### config.mk
export PLATFORM = sky130hd
export DESIGN_NAME = miner_nonce_dispatcher
export DESIGN_NICKNAME = d
export VERILOG_FILES = /design/src/rtl/miner_pkg.sv /design/src/rtl/miner_res_fifo.sv /design/src/rtl/miner_nonce_dispatcher.sv
export SDC_FILE = /design/constraint.sdc
export NUM_CORES = 2
export LEC_CHECK = 0
export CORE_MARGIN = 5
export CORE_UTILIZATION = 35
export CTS_BUF_LIST = sky130_fd_sc_hd__clkbuf_4 sky130_fd_sc_hd__clkbuf_8 sky130_fd_sc_hd__clkbuf_16
export CTS_CLUSTER_DIAMETER = 50
export DETAILED_ROUTE_END_ITERATION = 10
export DONT_BUFFER_PORTS = 1
export GPL_TIMING_DRIVEN = 0
export PLACE_DENSITY = 0.5
export SLEW_MARGIN = 5
export SYNTH_ARGS = -nofsm -noshare
export SYNTH_HDL_FRONTEND = slang
export SYNTH_SLANG_ARGS = --single-unit
### constraint.sdc
create_clock -name Clk -period 99.8 [get_ports Clk]
set_clock_uncertainty 0.1 [all_clocks]
set_input_delay 19.96 -clock Clk [delete_from_list [all_inputs] [get_ports Clk]]
set_output_delay 19.96 -clock Clk [all_outputs]
set_load 0.1 [all_outputs]
### src/rtl/miner_pkg.sv
// Shared types and helpers for the multi-core nonce dispatcher.
package miner_pkg;

    localparam int unsigned MAX_CORES   = 16;
    localparam int unsigned MAX_IDX_W   = 4;
    localparam int unsigned MAX_NONCE_W = 256;

    typedef enum logic [1:0] {StIdle, StRun, StDrain} state_e;

    // Result entry sized for the widest supported configuration.
    typedef struct packed {
        logic [MAX_NONCE_W-1:0] nonce;
        logic [MAX_IDX_W-1:0]   core;
    } res_t;

    // Returns {found, index} of the first set req bit at or after start, wrapping at n.
    function automatic logic [MAX_IDX_W:0] rr_pick(input logic [MAX_CORES-1:0] req,
                                                   input logic [MAX_IDX_W-1:0] start,
                                                   input int unsigned n);
        int unsigned idx;
        rr_pick = '0;
        for (int k = MAX_CORES - 1; k >= 0; k--) begin
            if (k < int'(n)) begin
                idx = (32'(start) + 32'(k)) % n;
                if (req[idx[MAX_IDX_W-1:0]]) begin
                    rr_pick = {1'b1, idx[MAX_IDX_W-1:0]};
                end
            end
        end
    endfunction

endpackage

### src/rtl/miner_res_fifo.sv
// Result FIFO; a push into a full FIFO succeeds only when a pop happens in the same cycle.
module miner_res_fifo #(
    parameter int unsigned WIDTH = 8,
    parameter int unsigned DEPTH = 4
) (
    input  logic             clk,
    input  logic             rst,
    input  logic             push,
    input  logic [WIDTH-1:0] wr_data,
    input  logic             pop,
    output logic [WIDTH-1:0] rd_data,
    output logic             empty,
    output logic             full
);

    localparam int unsigned AW = $clog2(DEPTH);

    logic [WIDTH-1:0] mem_q [DEPTH];
    logic [AW-1:0]    wr_ptr_q, rd_ptr_q;
    logic [AW:0]      count_q;
    logic             do_push, do_pop;

    assign empty   = (count_q == '0);
    assign full    = (count_q == (AW+1)'(DEPTH));
    assign do_pop  = pop && !empty;
    assign do_push = push && (!full || do_pop);
    assign rd_data = mem_q[rd_ptr_q];

    always_ff @(posedge clk or posedge rst) begin
        if (rst) begin
            for (int i = 0; i < int'(DEPTH); i++) begin
                mem_q[i] <= '0;
            end
            wr_ptr_q <= '0;
            rd_ptr_q <= '0;
            count_q  <= '0;
        end else begin
            if (do_push) begin
                mem_q[wr_ptr_q] <= wr_data;
                wr_ptr_q        <= wr_ptr_q + 1'b1;
            end
            if (do_pop) begin
                rd_ptr_q <= rd_ptr_q + 1'b1;
            end
            unique case ({do_push, do_pop})
                2'b10:   count_q <= count_q + 1'b1;
                2'b01:   count_q <= count_q - 1'b1;
                default: count_q <= count_q;
            endcase
        end
    end

endmodule

### src/rtl/miner_nonce_dispatcher.sv
// Multi-core nonce dispatcher: round-robin nonce issue to idle cores and queueing
// of winning nonces for the host.
module miner_nonce_dispatcher
    import miner_pkg::*;
#(
    parameter int unsigned CORES     = 4,
    parameter int unsigned NONCE_W   = 192,
    parameter int unsigned CNT_W     = 64,
    parameter int unsigned RES_DEPTH = 4
) (
    input  logic                     Clk,
    input  logic                     Rst,
    input  logic                     Start_I,
    input  logic                     Stop_I,
    input  logic                     StopOnFound_I,
    input  logic [NONCE_W-1:0]       NonceBase_I,
    input  logic [CNT_W-1:0]         Limit_I,
    output logic [CORES-1:0]         CoreUpdate_O,
    output logic [NONCE_W-1:0]       Nonce_O,
    input  logic [CORES-1:0]         CoreDone_I,
    input  logic [CORES-1:0]         CoreFound_I,
    output logic                     ResVld_O,
    output logic [NONCE_W-1:0]       ResNonce_O,
    output logic [$clog2(CORES)-1:0] ResCore_O,
    input  logic                     ResRdy_I,
    output logic                     Busy_O,
    output logic [CNT_W-1:0]         Issued_O,
    output logic                     Overflow_O
);

    localparam int unsigned IDX_W = $clog2(CORES);

    state_e             state_q, state_d;
    logic [NONCE_W-1:0] nonce_q, nonce_out_q;
    logic [NONCE_W-1:0] slot_q [CORES];
    logic [CNT_W-1:0]   limit_q, issued_q;
    logic [CORES-1:0]   busy_q, pend_q, upd_q;
    logic [IDX_W-1:0]   iss_ptr_q, pend_ptr_q;
    logic               push_q, ovf_q;
    res_t               push_data_q, head;

    logic [CORES-1:0]   done_v, found_v, iss_oh, pend_oh;
    logic [MAX_IDX_W:0] iss_pick, pend_pick;
    logic [IDX_W-1:0]   iss_idx, pend_idx;
    logic               limit_hit, run_exit, do_issue, pend_sel, res_pop;
    logic               fifo_empty, fifo_full;

    always_comb begin
        done_v    = CoreDone_I & busy_q;
        found_v   = done_v & CoreFound_I;
        limit_hit = (limit_q != '0) && (issued_q == limit_q);
        run_exit  = Stop_I || limit_hit || (StopOnFound_I && (|found_v));
        // Pointers hold the first candidate of the next search.
        iss_pick  = rr_pick(MAX_CORES'(~busy_q & ~pend_q), MAX_IDX_W'(iss_ptr_q), CORES);
        pend_pick = rr_pick(MAX_CORES'(pend_q), MAX_IDX_W'(pend_ptr_q), CORES);
        iss_idx   = iss_pick[IDX_W-1:0];
        pend_idx  = pend_pick[IDX_W-1:0];
        do_issue  = (state_q == StRun) && !run_exit && iss_pick[MAX_IDX_W];
        pend_sel  = pend_pick[MAX_IDX_W];
        iss_oh    = do_issue ? (CORES'(1) << iss_idx) : '0;
        pend_oh   = pend_sel ? (CORES'(1) << pend_idx) : '0;
        res_pop   = !fifo_empty && ResRdy_I;
    end

    always_comb begin
        state_d = state_q;
        unique case (state_q)
            StIdle:  if (Start_I) state_d = StRun;
            StRun:   if (run_exit) state_d = StDrain;
            StDrain: if ((busy_q == '0) && (pend_q == '0)) state_d = StIdle;
            default: state_d = StIdle;
        endcase
    end

    always_ff @(posedge Clk or posedge Rst) begin
        if (Rst) begin
            state_q     <= StIdle;
            nonce_q     <= '0;
            nonce_out_q <= '0;
            for (int i = 0; i < int'(CORES); i++) begin
                slot_q[i] <= '0;
            end
            limit_q     <= '0;
            issued_q    <= '0;
            busy_q      <= '0;
            pend_q      <= '0;
            upd_q       <= '0;
            iss_ptr_q   <= '0;
            pend_ptr_q  <= '0;
            push_q      <= 1'b0;
            push_data_q <= '0;
            ovf_q       <= 1'b0;
        end else begin
            state_q <= state_d;
            upd_q   <= iss_oh;
            push_q  <= pend_sel;
            if (pend_sel) begin
                push_data_q.nonce <= MAX_NONCE_W'(slot_q[pend_idx]);
                push_data_q.core  <= MAX_IDX_W'(pend_idx);
                pend_ptr_q        <= (32'(pend_idx) == CORES - 1) ? '0 : pend_idx + 1'b1;
            end
            if (push_q && fifo_full && !res_pop) begin
                ovf_q <= 1'b1;
            end
            if ((state_q == StIdle) && Start_I) begin
                nonce_q  <= NonceBase_I;
                limit_q  <= Limit_I;
                issued_q <= '0;
                busy_q   <= '0;
                pend_q   <= '0;
            end else begin
                busy_q <= (busy_q & ~done_v) | iss_oh;
                pend_q <= (pend_q | found_v) & ~pend_oh;
            end
            if (do_issue) begin
                nonce_out_q     <= nonce_q;
                slot_q[iss_idx] <= nonce_q;
                nonce_q         <= {nonce_q[NONCE_W-1:CNT_W], nonce_q[CNT_W-1:0] + 1'b1};
                issued_q        <= issued_q + 1'b1;
                iss_ptr_q       <= (32'(iss_idx) == CORES - 1) ? '0 : iss_idx + 1'b1;
            end
        end
    end

    miner_res_fifo #(
        .WIDTH ($bits(res_t)),
        .DEPTH (RES_DEPTH)
    ) u_res_fifo (
        .clk     (Clk),
        .rst     (Rst),
        .push    (push_q),
        .wr_data (push_data_q),
        .pop     (res_pop),
        .rd_data (head),
        .empty   (fifo_empty),
        .full    (fifo_full)
    );

    assign CoreUpdate_O = upd_q;
    assign Nonce_O      = nonce_out_q;
    assign ResVld_O     = !fifo_empty;
    assign ResNonce_O   = head.nonce[NONCE_W-1:0];
    assign ResCore_O    = head.core[IDX_W-1:0];
    assign Busy_O       = (state_q != StIdle);
    assign Issued_O     = issued_q;
    assign Overflow_O   = ovf_q;

endmodule
==> flow_summary.toml <==
[finish]
areaGrowthSynthToFinish_pct = 17.03
instances_no_fill = 12290
fillCellCount = 26640
regArea_sq_um = 56980
post-route-util_pct = 41.04
multi_input_area_sq_um = 39090
nNetsFinal = 8534
drive_above_1_share_pct = 30.27

[place]
dp_slack_ns = 75.63
dpl.hpwl_um = 243700
gp_congestion = 0.9047
portBuffers = 0
placed_cells = 11670

[clocking]
cts-buffers-inserted = 316
clockBufferDepth = 4
cts_hold_buf = 0
clkSinkCount = 2277
htree_levels = 5
ctsResizeCount = 0
cts_tree = "yes"
cts_root_buf = "clkbuf_16"
clk_latency_ns = 0.92
post_cts_buffers = 0
path_clk_slew_ns = 0.05

[detailed_routing]
drt_wl_total_um = 335600
drcViolationCount = 0
drt-met1-wl_um = 142500
wl_met2_um = 160600
via_per_inst = 5.247
wl_per_cell_um = 27.32
dr_wl_met3_um = 23310
drtPass1Iterations = 5
vias = 64460
postRouteAntennaNets = 0
top_layer = "met5"
drt_iter0_markers = 4502

[global_routing]
grt_pass1_wl_um = 488000
grt_overflow = 0
antenna_found_initial = 75
track_usage_pct = 22.51
grt_max_degree = 127
grt_pass1_vias = 67550

[timing]
setup_tns_ns = 0
final.min_clock_period_ns = 24.48
worst_pin_slew_ns = 1.387
slew_headroom_pct = 7.533
hold_viol_final = 0
slew_viol_final = 0
rsz0062_at_grt = "false"
setup_viol = 0
period_share_pct = 24.53
timing.fmax_mhz = 40.85
fin_ws_ns = 75.32

[critical_path]
critPathBufInv = 3
worstPathArrival_ns = 4.42
crit_path_top_delay_cell = "buf_1"
end_kind = "primary output"
cp.required_ns = 79.74
crit_path_start_kind = "register"
cp_top_family = "buffers and inverters"
regToRegSetupSlack_ns = 94.15
path_cells = "clkbuf_1 -> clkbuf_2 -> buf_1 -> mux4_2"
critPathMaxFanout = 10
crit_type = "reg -> out"
max_stage_delay_ns = 0.93

[power]
seq_power_share_pct = 40.0
p_leak_nw = 53.93
finalPower_mw = 4.514
p_comb_share_pct = 33.8
swShare_pct = 44.68
switchingPower_mw = 2.017
peakVddDrop_mv = 0.01775
clockPowerShare_pct = 26.1
cellPowerDensity_nw_per_um2 = 39.06
p_int_mw = 2.497

[run_status]
status = "complete, no violations"

[synth]
async_flop_share_pct = 100.0
synth_top_flop_cell = "dfrtp_1"
syn_nets = 8184
syn_area_sq_um = 98730
yosysUniqueCellTypes = 68
synth_edf_count = 0
ys_seq_area_share_pct = 57.71
synth_warnings = 0
yosys_register_bits = 2277
syn_inst = 7898
syn_area_per_cell_sq_um = 12.50

[floorplan]
fp.dieH_um = 541.1
top_level_ports = 727
start_util_pct = 35.07
core_area_sq_um = 281600
fp.dieW_um = 541.1
std_cell_rows = 195
die_area_sq_um = 292800

[hold_path]
hp-class = "reg -> reg"

[job]
drv_cap = 0
[metal layers]
metal / up-vias / global-route usage [%]
met2: 1804 / 37.15
met1: 33790 / 29.33
li1: 28320 / -
met5: - / 0
met4: 36 / 6.167
met3: 513 / 5.987
[path summary, 6_finish.rpt]
check | startpoint | endpoint | depth (start not counted)
setup reg to reg | Issued_O[45] | Nonce_O[96] | 11
setup / recovery | u_res_fifo.rd_ptr_q[0] | ResNonce_O[4] | 4
min in group asynchronous | Rst | Nonce_O[160] | 1
hold reg to reg | push_q | Overflow_O | 1
max in group asynchronous | Rst | Nonce_O[68] | 7
hold / removal | push_q | Overflow_O | 1
[synthesized netlist by cell type (all sizes together) (15+ instances only)]
master,instances,area share [%]
and2,18,0.11
and3,33,0.21
buf,231,1.4
clkbuf,312,1.2
dfrtp,2277,58
ha,15,0.19
inv,36,0.14
mux2,1546,18
mux2i,257,2.6
mux4,194,4.4
nand2,2000,7.6
nand3,198,1.0
nand4,62,0.39
nor2,47,0.18
nor3,44,0.24
nor4,51,0.33
o211ai,22,0.17
o21ai,239,1.2
o221ai,95,0.84
xnor2,35,0.31
xor2,36,0.32
[through the flow]
stage	hold WS [ns]	area [sq um]
final	0.3751	115600
after global placement	0.3525	103400
after global routing	0.4019	115500
after CTS	0.3772	115500
after detailed placement	0.3569	104300
after floorplan	0.3419	98730
[registers in the layout, indices dropped and copies added (netlist names), 3 cells and up]
signal and cells:
u_res_fifo.mem_q 776, slot_q 768, push_data_q 194, Nonce_O 192
nonce_q 192, Issued_O 64, limit_q 64, CoreUpdate_O 4
busy_q 4, pend_q 4, u_res_fifo.count_q 3
[cells in the final DEF, fill, tap and decap left out, types with 34 or more instances in the layout]
cell type,instances
mux2_4,160
dfrtp_1,2276
nor3_1,41
clkbuf_16,320
inv_1,34
xnor2_1,35
o21ai_0,238
buf_2,93
nand2_1,2000
mux4_2,194
buf_1,52
clkinv_2,45
buf_4,68
nor4_1,49
mux2_2,1386
nand3_1,197
mux2i_1,257
clkbuf_1,287
clkbuf_4,47
xor2_1,36
diode_2,35
nor2_1,45
o221ai_1,95
nand4_1,62
[cells by family (layout without fill, tap and decap cells)]
logic type                 count (synthesis)  after routing  synth area share (%)
other                                      0             35                     0
xor gates and xnor gates                  71             71                0.6298
muxes                                   1997           1997                 25.27
buffers and inverters                    580           1190                 2.714
AOI/OAI and AO/OA                        446            446                 2.949
DFF                                     2277           2277                 57.71
and+or+nand+nor                         2511           2511                 10.51
adders and majority gates                 16             16                0.2104
[layout make-up]
class | count | share of cell area, %
clock buffer | 400 | 7.628
sequential | 2277 | 49.31
multi-input combinational | 5041 | 33.83
inverter | 37 | 0.1267
tap | 3743 | 4.053
clock inverter | 178 | 2.040
timing repair buffer | 32 | 0.7017
buffer | 543 | 2.231
antenna | 35 | 0.07580
[power by group through the flow]
stage / Combinational [mW] / Sequential, mW / Clock [mW]
finish: 1.53 / 1.81 / 1.18
global route: 1.63 / 1.85 / 1.25
CTS: 1.55 / 1.81 / 1.21
detailed placement: 1.55 / 1.82 / 0
global placement: 1.51 / 1.83 / 0
floorplan: 1.15 / 1.70 / 0
Power figures use the tool's default switching activity.
